==> src/rtl/adc_pkg.sv <==
// Shared state encoding, framing constants and length clamp for the ADC frame reader.
package adc_pkg;

  typedef enum logic [3:0] {
    IDLE,
    HDR0,
    HDR1,
    LEN_H,
    LEN_L,
    FETCH,
    WAIT_RD,
    PAYLOAD,
    CSUM,
    RELEASE
  } frame_state_t;

  localparam logic [7:0] SYNC0_DEFAULT   = 8'hA5;
  localparam logic [7:0] SYNC1_DEFAULT   = 8'h5A;
  localparam int         FRAME_OVERHEAD  = 5;
  localparam int         MAX_LEN_DEFAULT = 3000;

  // Compare on the full 32 bits so large captures never wrap into a short frame.
  function automatic logic [15:0] clamp_len(input logic [31:0] len, input int max_len);
    return (len > 32'(max_len)) ? 16'(max_len) : len[15:0];
  endfunction

endpackage

==> src/rtl/adc_frame_tx_reg.sv <==
// Outgoing byte holding register: load shows the byte on the next cycle; data and
// valid hold while tx_rdy is low, and valid drops on acceptance unless reloaded.
module adc_frame_tx_reg
  import adc_pkg::*;
(
  input  logic       clk,
  input  logic       clear,
  input  logic       load_vld,
  input  logic [7:0] load_dat,
  input  logic       tx_rdy,
  output logic [7:0] tx_dat,
  output logic       tx_vld
);

  always_ff @(posedge clk or posedge clear) begin
    if (clear) begin
      tx_dat <= '0;
      tx_vld <= 1'b0;
    end else if (load_vld) begin
      tx_dat <= load_dat;
      tx_vld <= 1'b1;
    end else if (tx_vld && tx_rdy) begin
      tx_vld <= 1'b0;
    end
  end

endmodule

==> src/rtl/adc_frame_reader.sv <==
// Drains the capture FIFO into a framed packet (sync, length, payload, checksum) on a
// valid/ready byte stream; stalls hold the current byte, payload runs at most 1 byte per 3 clk.
module adc_frame_reader
  import adc_pkg::*;
#(
  parameter int         MAX_LEN = MAX_LEN_DEFAULT,
  parameter logic [7:0] SYNC0   = SYNC0_DEFAULT,
  parameter logic [7:0] SYNC1   = SYNC1_DEFAULT
) (
  input  logic        clk,
  input  logic        clear,
  input  logic        send_en,
  input  logic [31:0] len,
  input  logic [7:0]  rd_data,
  output logic        rd_req,
  output logic        buf_clear,
  output logic [7:0]  tx_data,
  output logic        tx_valid,
  input  logic        tx_ready,
  output logic        busy,
  output logic        frame_done
);

  frame_state_t state, state_nxt;
  logic         send_en_q;
  logic [15:0]  plen;
  logic [15:0]  cnt;
  logic [15:0]  cnt_inc;
  logic [7:0]   csum;
  logic         start;
  logic         xfer;
  logic         load_vld;
  logic [7:0]   load_dat;

  assign start   = (state == IDLE) && send_en && !send_en_q;
  assign xfer    = tx_valid && tx_ready;
  assign cnt_inc = cnt + 16'd1;

  always_ff @(posedge clk or posedge clear) begin
    if (clear) begin
      state     <= IDLE;
      send_en_q <= 1'b0;
      plen      <= '0;
      cnt       <= '0;
      csum      <= '0;
    end else begin
      state     <= state_nxt;
      send_en_q <= send_en;
      if (start) begin
        plen <= clamp_len(len, MAX_LEN);
        cnt  <= '0;
        csum <= '0;
      end
      if (state == WAIT_RD) csum <= csum + rd_data;
      if (state == PAYLOAD && xfer) cnt <= cnt_inc;
    end
  end

  // Each presenting state is loaded on the edge that enters it, so tx_valid is registered.
  always_comb begin
    state_nxt  = state;
    load_vld   = 1'b0;
    load_dat   = 8'h00;
    rd_req     = 1'b0;
    buf_clear  = 1'b0;
    frame_done = 1'b0;
    busy       = (state != IDLE);
    unique case (state)
      IDLE: if (start) begin
        state_nxt = HDR0;
        load_vld  = 1'b1;
        load_dat  = SYNC0;
      end
      HDR0: if (xfer) begin
        state_nxt = HDR1;
        load_vld  = 1'b1;
        load_dat  = SYNC1;
      end
      HDR1: if (xfer) begin
        state_nxt = LEN_H;
        load_vld  = 1'b1;
        load_dat  = plen[15:8];
      end
      LEN_H: if (xfer) begin
        state_nxt = LEN_L;
        load_vld  = 1'b1;
        load_dat  = plen[7:0];
      end
      LEN_L: if (xfer) begin
        if (plen == 16'd0) begin
          state_nxt = CSUM;
          load_vld  = 1'b1;
          load_dat  = csum;
        end else begin
          state_nxt = FETCH;
        end
      end
      FETCH: begin
        rd_req    = 1'b1;
        state_nxt = WAIT_RD;
      end
      WAIT_RD: begin
        state_nxt = PAYLOAD;
        load_vld  = 1'b1;
        load_dat  = rd_data;
      end
      PAYLOAD: if (xfer) begin
        if (cnt_inc == plen) begin
          state_nxt = CSUM;
          load_vld  = 1'b1;
          load_dat  = csum;
        end else begin
          state_nxt = FETCH;
        end
      end
      CSUM: if (xfer) state_nxt = RELEASE;
      RELEASE: begin
        buf_clear  = 1'b1;
        frame_done = 1'b1;
        state_nxt  = IDLE;
      end
      default: state_nxt = IDLE;
    endcase
  end

  adc_frame_tx_reg u_tx_reg (
    .clk      (clk),
    .clear    (clear),
    .load_vld (load_vld),
    .load_dat (load_dat),
    .tx_rdy   (tx_ready),
    .tx_dat   (tx_data),
    .tx_vld   (tx_valid)
  );

endmodule

==> config.mk <==
export PLATFORM = sky130hd
export DESIGN_NAME = adc_frame_reader
export DESIGN_NICKNAME = d
export VERILOG_FILES = /design/src/rtl/adc_pkg.sv /design/src/rtl/adc_frame_tx_reg.sv /design/src/rtl/adc_frame_reader.sv
export SDC_FILE = /design/constraint.sdc
export NUM_CORES = 1
export LEC_CHECK = 0
export BUFFER_PORTS_ARGS = -buffer_cell sky130_fd_sc_hd__buf_2
export CAP_MARGIN = 20
export CORE_MARGIN = 3
export CORE_UTILIZATION = 50
export CTS_CLUSTER_DIAMETER = 150
export DETAILED_ROUTE_END_ITERATION = 16
export PLACE_DENSITY = 0.73
export SLEW_MARGIN = 20
export SYNTH_ARGS = -nofsm -noshare
export SYNTH_HDL_FRONTEND = slang
export SYNTH_SLANG_ARGS = --single-unit
==> constraint.sdc <==
create_clock -name clk -period 2.55 [get_ports clk]
set_input_delay 0.255 -clock clk [delete_from_list [all_inputs] [get_ports clk]]
set_output_delay 0.255 -clock clk [all_outputs]
set_load 0.02 [all_outputs]
==> flow_summary.json, run 1 <==
{
  "grt_start_max_net_pins": 29,
  "internal_power_uw": 2090,
  "violations": "negative hold slack",
  "ant_nets": 0,
  "vias_per_cell": 6.14,
  "dr.pass1.iters": 5,
  "finalCriticalPeriod_ns": 2.44,
  "cts_buffers": 5,
  "synth_fp_nets": 468,
  "cap_violations": 0,
  "grt_pass1_wl_mm": 17.1,
  "setup_tns_ns": 0,
  "power.density_nw_per_um2": 838,
  "die_area_sq_um": 8560,
  "cts_root_buf": "clkbuf_8",
  "drc_errors": 0,
  "max_slew_margin_pct": 56.0,
  "gp_congestion": 0.881,
  "required_ns": 2.75,
  "crit_path_end_kind": "register",
  "dpl_cell_area_sq_um": 4230,
  "final_layout_size_suffix_gt1_share_pct": 26.0,
  "clk_latency_ns": 0.31,
  "rows": 30,
  "syn_area_sq_um": 3740,
  "area_growth_syn_to_layout_pct": 18.0,
  "setup.worst_path.start_class": "register",
  "syn_area_per_cell_sq_um": 9.02,
  "synth-main-ff-cell": "dfrtp_1",
  "netlist_instances": 415,
  "antenna_found_initial": 0,
  "cts_tree": "yes",
  "skew_ns": 0.00808,
  "comb_power_share_pct": 49.3,
  "hold_violations": 3,
  "critPathKind": "register to register",
  "holdWs_ns": -0.00524,
  "ir_drop_uv": 453,
  "die_w_microns": 92.5,
  "p_sw_share_pct": 43.5,
  "p_leak_uw": 0.00201,
  "fp.dieH_microns": 92.5,
  "clk_pin_slew_ns": 0.11,
  "setup_viol": 0,
  "power_frac_seq_pct": 37.0,
  "clockBufferDepth": 2,
  "hpwlAfterDp_mm": 7.73,
  "routedWlPerCell_microns": 17.4,
  "ioPinCount": 57,
  "p_sw_uw": 1610,
  "yosysSeqAreaShare_pct": 36.1,
  "cts.htree.levels": 2,
  "worstPathMaxFanout": 7,
  "async_flop_share_pct": 100,
  "wl_mm": 10.1,
  "yosys_warnings": 0,
  "port_buffers": 56,
  "max_freq_mhz": 410,
  "status": "finished with violations",
  "hp-class": "input port to asynchronous set/reset pin",
  "track_usage_pct": 24.5,
  "synth_edf_count": 0,
  "clkPwrFrac_pct": 13.7,
  "first_iter_violations": 228,
  "diodes": 0,
  "slew_violations": 0,
  "core_sq_um": 7020,
  "arrival_ns": 2.64,
  "worst_pin_slew_ns": 0.659,
  "start_util_pct": 53.3,
  "vias": 3566,
  "ys_ff_latch": 54,
  "cts_sinks": 54,
  "fin_area_sq_um": 4420,
  "fin_nets": 537,
  "synth_cell_type_count": 63,
  "fin_crit_sh_pct": 95.7,
  "overflow": 0,
  "grt_pass1_vias": 3469,
  "p_total_uw": 3700
}
timing repair:
action	CTS	global route
gates resized for setup	2	17
endpoints found under the setup margin	8	10
hold buffers	0	0
pin swaps	0	9
setup buffers	0	2
sequential cells by signal (all words and copies together) (netlist names):
| name | flops |
|---|---|
| u_tx_reg.tx_vld | 1 |
| cnt | 16 |
| u_tx_reg.tx_dat | 8 |
| plen | 16 |
| send_en_q | 1 |
| state | 4 |
| csum | 8 |
cells by family (layout without fill, tap and decap cells):
logic type | count (synthesis) | count (layout) | synth area share [%]
buffers and inverters | 31 | 101 | 4.35
XOR/XNOR | 23 | 23 | 5.38
AND/OR/NAND/NOR | 165 | 165 | 25.1
flip-flops | 54 | 54 | 36.1
AO/OA/AOI/OAI | 118 | 118 | 21.8
multiplexers | 15 | 15 | 4.08
adder cells (fa/ha/maj) | 9 | 9 | 3.21
final timing paths:
| check | slack [ns] | cells after the start | endpoint | start |
|---|---|---|---|---|
| setup / recovery | 0.11 | 8 | u_tx_reg.tx_dat[0]$_DFFE_PP0P_ | cnt[1]$_DFFE_PP0P_ |
| hold / removal | -0.005 | 2 | csum[2]$_DFFE_PP0P_ | clear |
| setup reg to reg | 0.11 | 8 | u_tx_reg.tx_dat[0]$_DFFE_PP0P_ | cnt[1]$_DFFE_PP0P_ |
| hold reg to reg | 0.49 | 1 | csum[7]$_DFFE_PP0P_ | csum[7]$_DFFE_PP0P_ |
| max in group asynchronous | 1.98 | 3 | cnt[12]$_DFFE_PP0P_ | clear |
| min in group clk | 0.06 | 1 | send_en_q$_DFF_PP0_ | send_en |
worst max-delay path, cell delays in order (launching register included):
cell and delay [ns]:
dfrtp_1 0.40, buf_4 0.16, nand4_4 0.20, o31ai_1 0.33
mux2_2 0.23, o2111ai_4 0.16, nor4_4 0.33, a41oi_4 0.20
a221o_1 0.32
per-stage QoR:
step / utilization [%] / worst slack (ns) / instances
after floorplan: - / 0.0391 / 415
after global placement: 60.3 / 0.0759 / 571
after detailed placement: 60.3 / -0.0510 / 571
after CTS: 61.6 / 0.00572 / 579
after global routing: 62.9 / -0.0235 / 581
final: 62.9 / 0.111 / 581
layout by cell type (no fill, tap or decap), drive strengths merged, types with 3 or more instances in the layout:
cell type and instances:
and3 7, inv 8, nand4 11, nor2 36, o31ai 8, o22a 6
mux2i 13, nand2b 4, o22ai 4, dfrtp 54, nor3 9, a31oi 4
xor2 8, clkbuf 6, o21bai 5, and4 3, a22o 6, or2 3
o21ai 43, ha 8, nand2 42, nor4 15, o41ai 4, xnor2 15
a21oi 16, and2 6, a221o 4, nand3 19, buf 86
final cells by class:
| class | instances | area, sq um |
|---|---|---|
| tap | 96 | 120 |
| inverter | 7 | 26.3 |
| fill | 626 | 2600 |
| clock inverter | 2 | 17.5 |
| sequential | 54 | 1360 |
| multi-input combinational | 330 | 2300 |
| timing repair buffer | 86 | 522 |
| clock buffer | 6 | 72.6 |
synth_stat cells (5+ instances only):
library cell	number	area share [%]
a21oi_1	16	2.1
xor2_1	8	1.9
and3_1	7	1.2
buf_4	5	1.0
and2_1	6	1.0
o21ai_0	38	5.1
mux2i_1	13	3.5
nand4_1	9	1.5
inv_1	7	0.70
nor4_1	10	1.7
nand2_1	42	4.2
nor2_1	36	3.6
dfrtp_1	54	36
a22o_1	6	1.4
ha_1	8	2.7
xnor2_1	15	3.5
o22a_1	6	1.4
o21bai_1	5	1.0
o31ai_1	8	1.6
clkbuf_1	12	1.2
nand3_1	17	2.3
o21ai_1	5	0.67
nor3_1	8	1.1
per-layer routing:
layer,part of all wire [%],global-route usage (%)
met5,0,0
met3,5.7,3.09
met4,1.2,4.58
met2,48,39.9
met1,45,35.1
power by group through the flow:
stage                     clock [uW]  combinational (uW)  sequential [uW]
after floorplan                    0                1250             1320
after global placement             0                1700             1360
after detailed placement           0                1760             1360
after CTS                        518                1760             1350
after global routing             555                2030             1390
final                            507                1830             1370
No activity file was read; power rests on OpenSTA's default activity.
==> inputs of run 2 (changes only) <==
--- a/config.mk
+++ b/config.mk
@@ -5,7 +5,7 @@
 export SDC_FILE = /design/constraint.sdc
 export NUM_CORES = 1
 export LEC_CHECK = 0
-export BUFFER_PORTS_ARGS = -buffer_cell sky130_fd_sc_hd__buf_2
+export BUFFER_PORTS_ARGS = -buffer_cell sky130_fd_sc_hd__clkbuf_2
 export CAP_MARGIN = 20
 export CORE_MARGIN = 3
 export CORE_UTILIZATION = 50
==> flow_summary.json, run 2 (synthesis gave the netlist of run 1 again) <==
{
  "status": "finished clean",
  "track_usage_pct": 23.3,
  "hp-class": "input port to register",
  "critPathKind": "register to register",
  "holdWs_ns": 0.0522,
  "grt_start_max_net_pins": 29,
  "overflow": 0,
  "max_freq_mhz": 403,
  "clk_pin_slew_ns": 0.10,
  "fin_nets": 538,
  "cts_root_buf": "clkbuf_8",
  "routedWlPerCell_microns": 17.2,
  "final_common_cell": "clkbuf_2",
  "hold_violations": 0,
  "ioPinCount": 57,
  "crit_chain": "nand4_1 -> nor4_4 -> buf_4 -> nand3_1 -> nand4_1 -> buf_4 -> nor4_4 -> o21ba_4 -> a221o_1",
  "arrival_ns": 2.69,
  "setup_viol": 0,
  "crit_path_max_incr_delay_ns": 0.52,
  "worstPathMaxFanout": 8,
  "cts.htree.levels": 2,
  "fin_area_sq_um": 4440,
  "slew_violations": 0,
  "cts_tree": "yes",
  "place_inst": 571,
  "vias": 3505,
  "cts_buffers": 5,
  "p_leak_uw": 0.00203,
  "diodes": 0,
  "finalCriticalPeriod_ns": 2.48,
  "setup.worst_path.start_class": "register",
  "fin_crit_sh_pct": 97.3,
  "crit_path_end_kind": "register",
  "skew_ns": 0.00667,
  "fp.dieH_microns": 92.5,
  "die_area_sq_um": 8560,
  "wl_mm": 10.0,
  "dr.pass1.iters": 5,
  "required_ns": 2.76,
  "hpwlAfterDp_mm": 7.42,
  "mostFrequentLayoutCells": "clkbuf_2 (56), dfrtp_1 (49), nand2_1 (42)",
  "port_buffers": 56,
  "setup_tns_ns": 0,
  "drc_errors": 0,
  "grt_pass1_wl_mm": 16.1,
  "worst_pin_slew_ns": 0.991,
  "critical-path-top-delay-family": "simple AND/OR/NAND/NOR gates",
  "area_growth_syn_to_layout_pct": 18.7,
  "ant_nets": 0,
  "ir_drop_uv": 558,
  "p_total_uw": 3710,
  "clockBufferDepth": 2,
  "cap_violations": 0,
  "start_util_pct": 53.3,
  "clk_latency_ns": 0.32,
  "antenna_found_initial": 0,
  "biggestRegsByFlops": "cnt (16), plen (16)",
  "gp_congestion": 0.929,
  "dpl_cell_area_sq_um": 4230,
  "rows": 30,
  "finalNonFillerCells": 582,
  "vias_per_cell": 6.02,
  "die_w_microns": 92.5,
  "cp.buffers_inverters": 2,
  "core_sq_um": 7020,
  "slowest_stage": "dfrtp_1",
  "final_layout_size_suffix_gt1_share_pct": 26.5,
  "power.density_nw_per_um2": 836,
  "max_slew_margin_pct": 33.7,
  "cts_sinks": 54,
  "first_iter_violations": 260,
  "grt_pass1_vias": 3268
}
## run 2: power breakdown
part	total, uW	leakage (uW)	switching (uW)	internal [uW]
clock network	531	0.0000514	307	224
logic	1810	0.00129	992	821
registers	1370	0.000687	297	1070
## run 2: per-stage QoR
stage	utilization, %	setup slack [ns]
detailed placement	60.3	-0.0116
global placement	60.3	0.0620
CTS	61.9	0.0229
finish	63.3	0.0684
floorplan	-	0.0391
global route	63.3	-0.0342
## run 2: final cells by class
| class | count | area, sq um |
|---|---|---|
| Clock buffer | 6 | 82.6 |
| Multi-Input combinational cell | 330 | 2300 |
| Tap cell | 96 | 120 |
| Fill cell | 597 | 2580 |
| Clock inverter | 2 | 17.5 |
| Inverter | 7 | 26.3 |
| Sequential cell | 54 | 1360 |
| Timing Repair Buffer | 87 | 536 |
## run 2: what timing repair did
| action | CTS | global route |
|---|---|---|
| endpoints found under the hold margin | 6 | 0 |
| buffers inserted | 0 | 2 |
| hold buffers | 1 | 0 |
| gates resized for setup | 1 | 20 |
| setup endpoints to repair | 4 | 9 |
| pin swaps | 0 | 11 |
## run 2: final timing paths
check,from,endpoint,slack [ns],cells past startpoint
max in group asynchronous,clear,cnt[10]$_DFFE_PP0P_,1.45,4
min,send_en,send_en_q$_DFF_PP0_,0.05,1
max,cnt[12]$_DFFE_PP0P_,u_tx_reg.tx_dat[1]$_DFFE_PP0P_,0.07,9
min reg2reg,csum[7]$_DFFE_PP0P_,csum[7]$_DFFE_PP0P_,0.52,1
min in group asynchronous,clear,csum[2]$_DFFE_PP0P_,0.52,3
max reg2reg,cnt[12]$_DFFE_PP0P_,u_tx_reg.tx_dat[1]$_DFFE_PP0P_,0.07,9
## run 2: layer usage
layer | up-vias | track usage (%) | part of all wire [%]
met3 | 14 | 4.22 | 7.7
met2 | 176 | 35.6 | 46
met5 | - | 0 | 0
li1 | 1679 | - | -
met1 | 1636 | 33.8 | 45
met4 | 0 | 6.19 | 1.4
==> inputs of run 3 (changes only) <==
--- a/config.mk
+++ b/config.mk
@@ -11,7 +11,7 @@
 export CORE_UTILIZATION = 50
 export CTS_CLUSTER_DIAMETER = 150
 export DETAILED_ROUTE_END_ITERATION = 16
-export PLACE_DENSITY = 0.73
+export PLACE_DENSITY = 0.71
 export SLEW_MARGIN = 20
 export SYNTH_ARGS = -nofsm -noshare
 export SYNTH_HDL_FRONTEND = slang
==> constraint.sdc (replaced) <==
create_clock -name clk -period 3.11 [get_ports clk]
set_input_delay 0.311 -clock clk [delete_from_list [all_inputs] [get_ports clk]]
set_output_delay 0.311 -clock clk [all_outputs]
set_load 0.02 [all_outputs]
==> flow_summary.json, run 3 (synthesis gave the netlist of run 1 again) <==
{
  "grt_start_max_net_pins": 31,
  "finalCriticalPeriod_ns": 2.88,
  "status": "finished with violations",
  "diodes": 0,
  "ir_drop_uv": 413,
  "post_cts_buffers": 0,
  "fin_crit_sh_pct": 92.7,
  "arrival_ns": 3.10,
  "grt_pass1_vias": 3301,
  "crit_path_end_kind": "register",
  "crit_chain": "ha_1 -> nand3_4 -> nor4_2 -> mux2_2 -> o2111ai_4 -> nor4_2 -> o21ba_1 -> a221o_1",
  "hp-class": "input port to asynchronous set/reset pin",
  "cap_violations": 0,
  "crit_path_max_incr_delay_ns": 0.50,
  "cts_tree": "yes",
  "slew_violations": 0,
  "critical-path-top-delay-family": "compound AO/OA/AOI/OAI gates",
  "final_common_cell": "clkbuf_2",
  "track_usage_pct": 23.7,
  "area_growth_syn_to_layout_pct": 11.1,
  "ctsResizeCount": 0,
  "wl_mm": 9.86,
  "start_util_pct": 53.3,
  "biggestRegsByFlops": "cnt (16), plen (16)",
  "vias_per_cell": 6.15,
  "ioPinCount": 57,
  "vias": 3432,
  "cts.htree.levels": 2,
  "clockBufferDepth": 2,
  "gp_congestion": 0.879,
  "slowest_stage": "dfrtp_1",
  "core_sq_um": 7020,
  "routedWlPerCell_microns": 17.7,
  "cts_sinks": 54,
  "antenna_found_initial": 0,
  "hpwlAfterDp_mm": 7.38,
  "hold_violations": 23,
  "grt_pass1_wl_mm": 16.2,
  "fin_nets": 514,
  "cp.buffers_inverters": 0,
  "die_area_sq_um": 8560,
  "fin_util_pct": 59.3,
  "worstPathMaxFanout": 10,
  "max_slew_margin_pct": 46.3,
  "power.density_nw_per_um2": 709,
  "cts_hold_buffers": 0,
  "dr.pass1.iters": 5,
  "rows": 30,
  "first_iter_violations": 330,
  "timing.critical_path.mode_cell": "nor4_2",
  "mostFrequentLayoutCells": "clkbuf_2 (56), dfrtp_1 (54), nand2_1 (42)",
  "drc_errors": 0,
  "setup_tns_ns": 0,
  "p_leak_uw": 0.00187,
  "cts_root_buf": "clkbuf_8",
  "overflow": 0,
  "cts_buffers": 5,
  "violations": "negative hold slack",
  "skew_ns": 0.00870,
  "ant_nets": 0,
  "required_ns": 3.33,
  "final_layout_size_suffix_gt1_share_pct": 19.9,
  "clk_latency_ns": 0.32,
  "worst_pin_slew_ns": 0.801,
  "port_buffers": 56,
  "fp.dieH_microns": 92.5,
  "die_w_microns": 92.5,
  "max_freq_mhz": 347,
  "setup_viol": 0,
  "rsz0062_at_grt": "false",
  "critPathKind": "register to register",
  "setup.worst_path.start_class": "register",
  "holdWs_ns": -0.0133,
  "clk_pin_slew_ns": 0.11
}
==> run 3: cell types whose count changed in the layout (fill, tap and decap cells not counted), moves of 2 or more <==
cell     delta
dfrtp_1     +5
buf_6       -2
nor4_4      -2
nor4_2      +2
buf_4      -20
dfrtp_2     -5
==> run 3: worst paths after layout <==
check	slack [ns]	end	depth (start not counted)	startpoint
max	0.23	u_tx_reg.tx_dat[1]$_DFFE_PP0P_	8	cnt[0]$_DFFE_PP0P_
min	-0.01	csum[5]$_DFFE_PP0P_	2	clear
max reg2reg	0.23	u_tx_reg.tx_dat[1]$_DFFE_PP0P_	8	cnt[0]$_DFFE_PP0P_
min reg2reg	0.50	csum[7]$_DFFE_PP0P_	1	csum[7]$_DFFE_PP0P_
max in group asynchronous	2.34	cnt[5]$_DFFE_PP0P_	3	clear
min in group clk	0.11	send_en_q$_DFF_PP0_	1	send_en
==> run 3: through the flow <==
step	hold WS (ns)	cell area [sq um]	std cells	setup slack (ns)	power, uW
after global placement	0.357	4060	550	0.385	2440
after detailed placement	0.369	4060	550	0.267	2490
after CTS	0.0114	4160	558	0.240	2940
after global routing	0.0425	4160	558	0.0861	3170
after floorplan	0.342	3740	415	0.557	2110
final	-0.0133	4160	558	0.226	2950
==> run 3: cell type report <==
| cell class | count | area (sq um) |
|---|---|---|
| Clock buffer | 6 | 82.6 |
| Clock inverter | 2 | 17.5 |
| Fill cell | 631 | 2860 |
| Inverter | 7 | 26.3 |
| Multi-Input combinational cell | 330 | 2230 |
| Sequential cell | 54 | 1350 |
| Tap cell | 96 | 120 |
| Timing Repair Buffer | 63 | 333 |
==> run 3: routing by layer <==
layer	vias to the layer above	part of all wire, %	GRT usage (%)
li1	1631	-	-
met1	1657	47	34.3
met2	131	45	37.0
met3	13	6.2	3.41
met4	0	1.3	6.68
met5	-	0	0
==> run 3: where the power goes <==
group / total [uW] / internal [uW] / leakage, uW / switching, uW
combinational: 1360 / 591 / 0.00112 / 768
sequential: 1140 / 879 / 0.000695 / 264
clock: 446 / 184 / 0.0000514 / 262
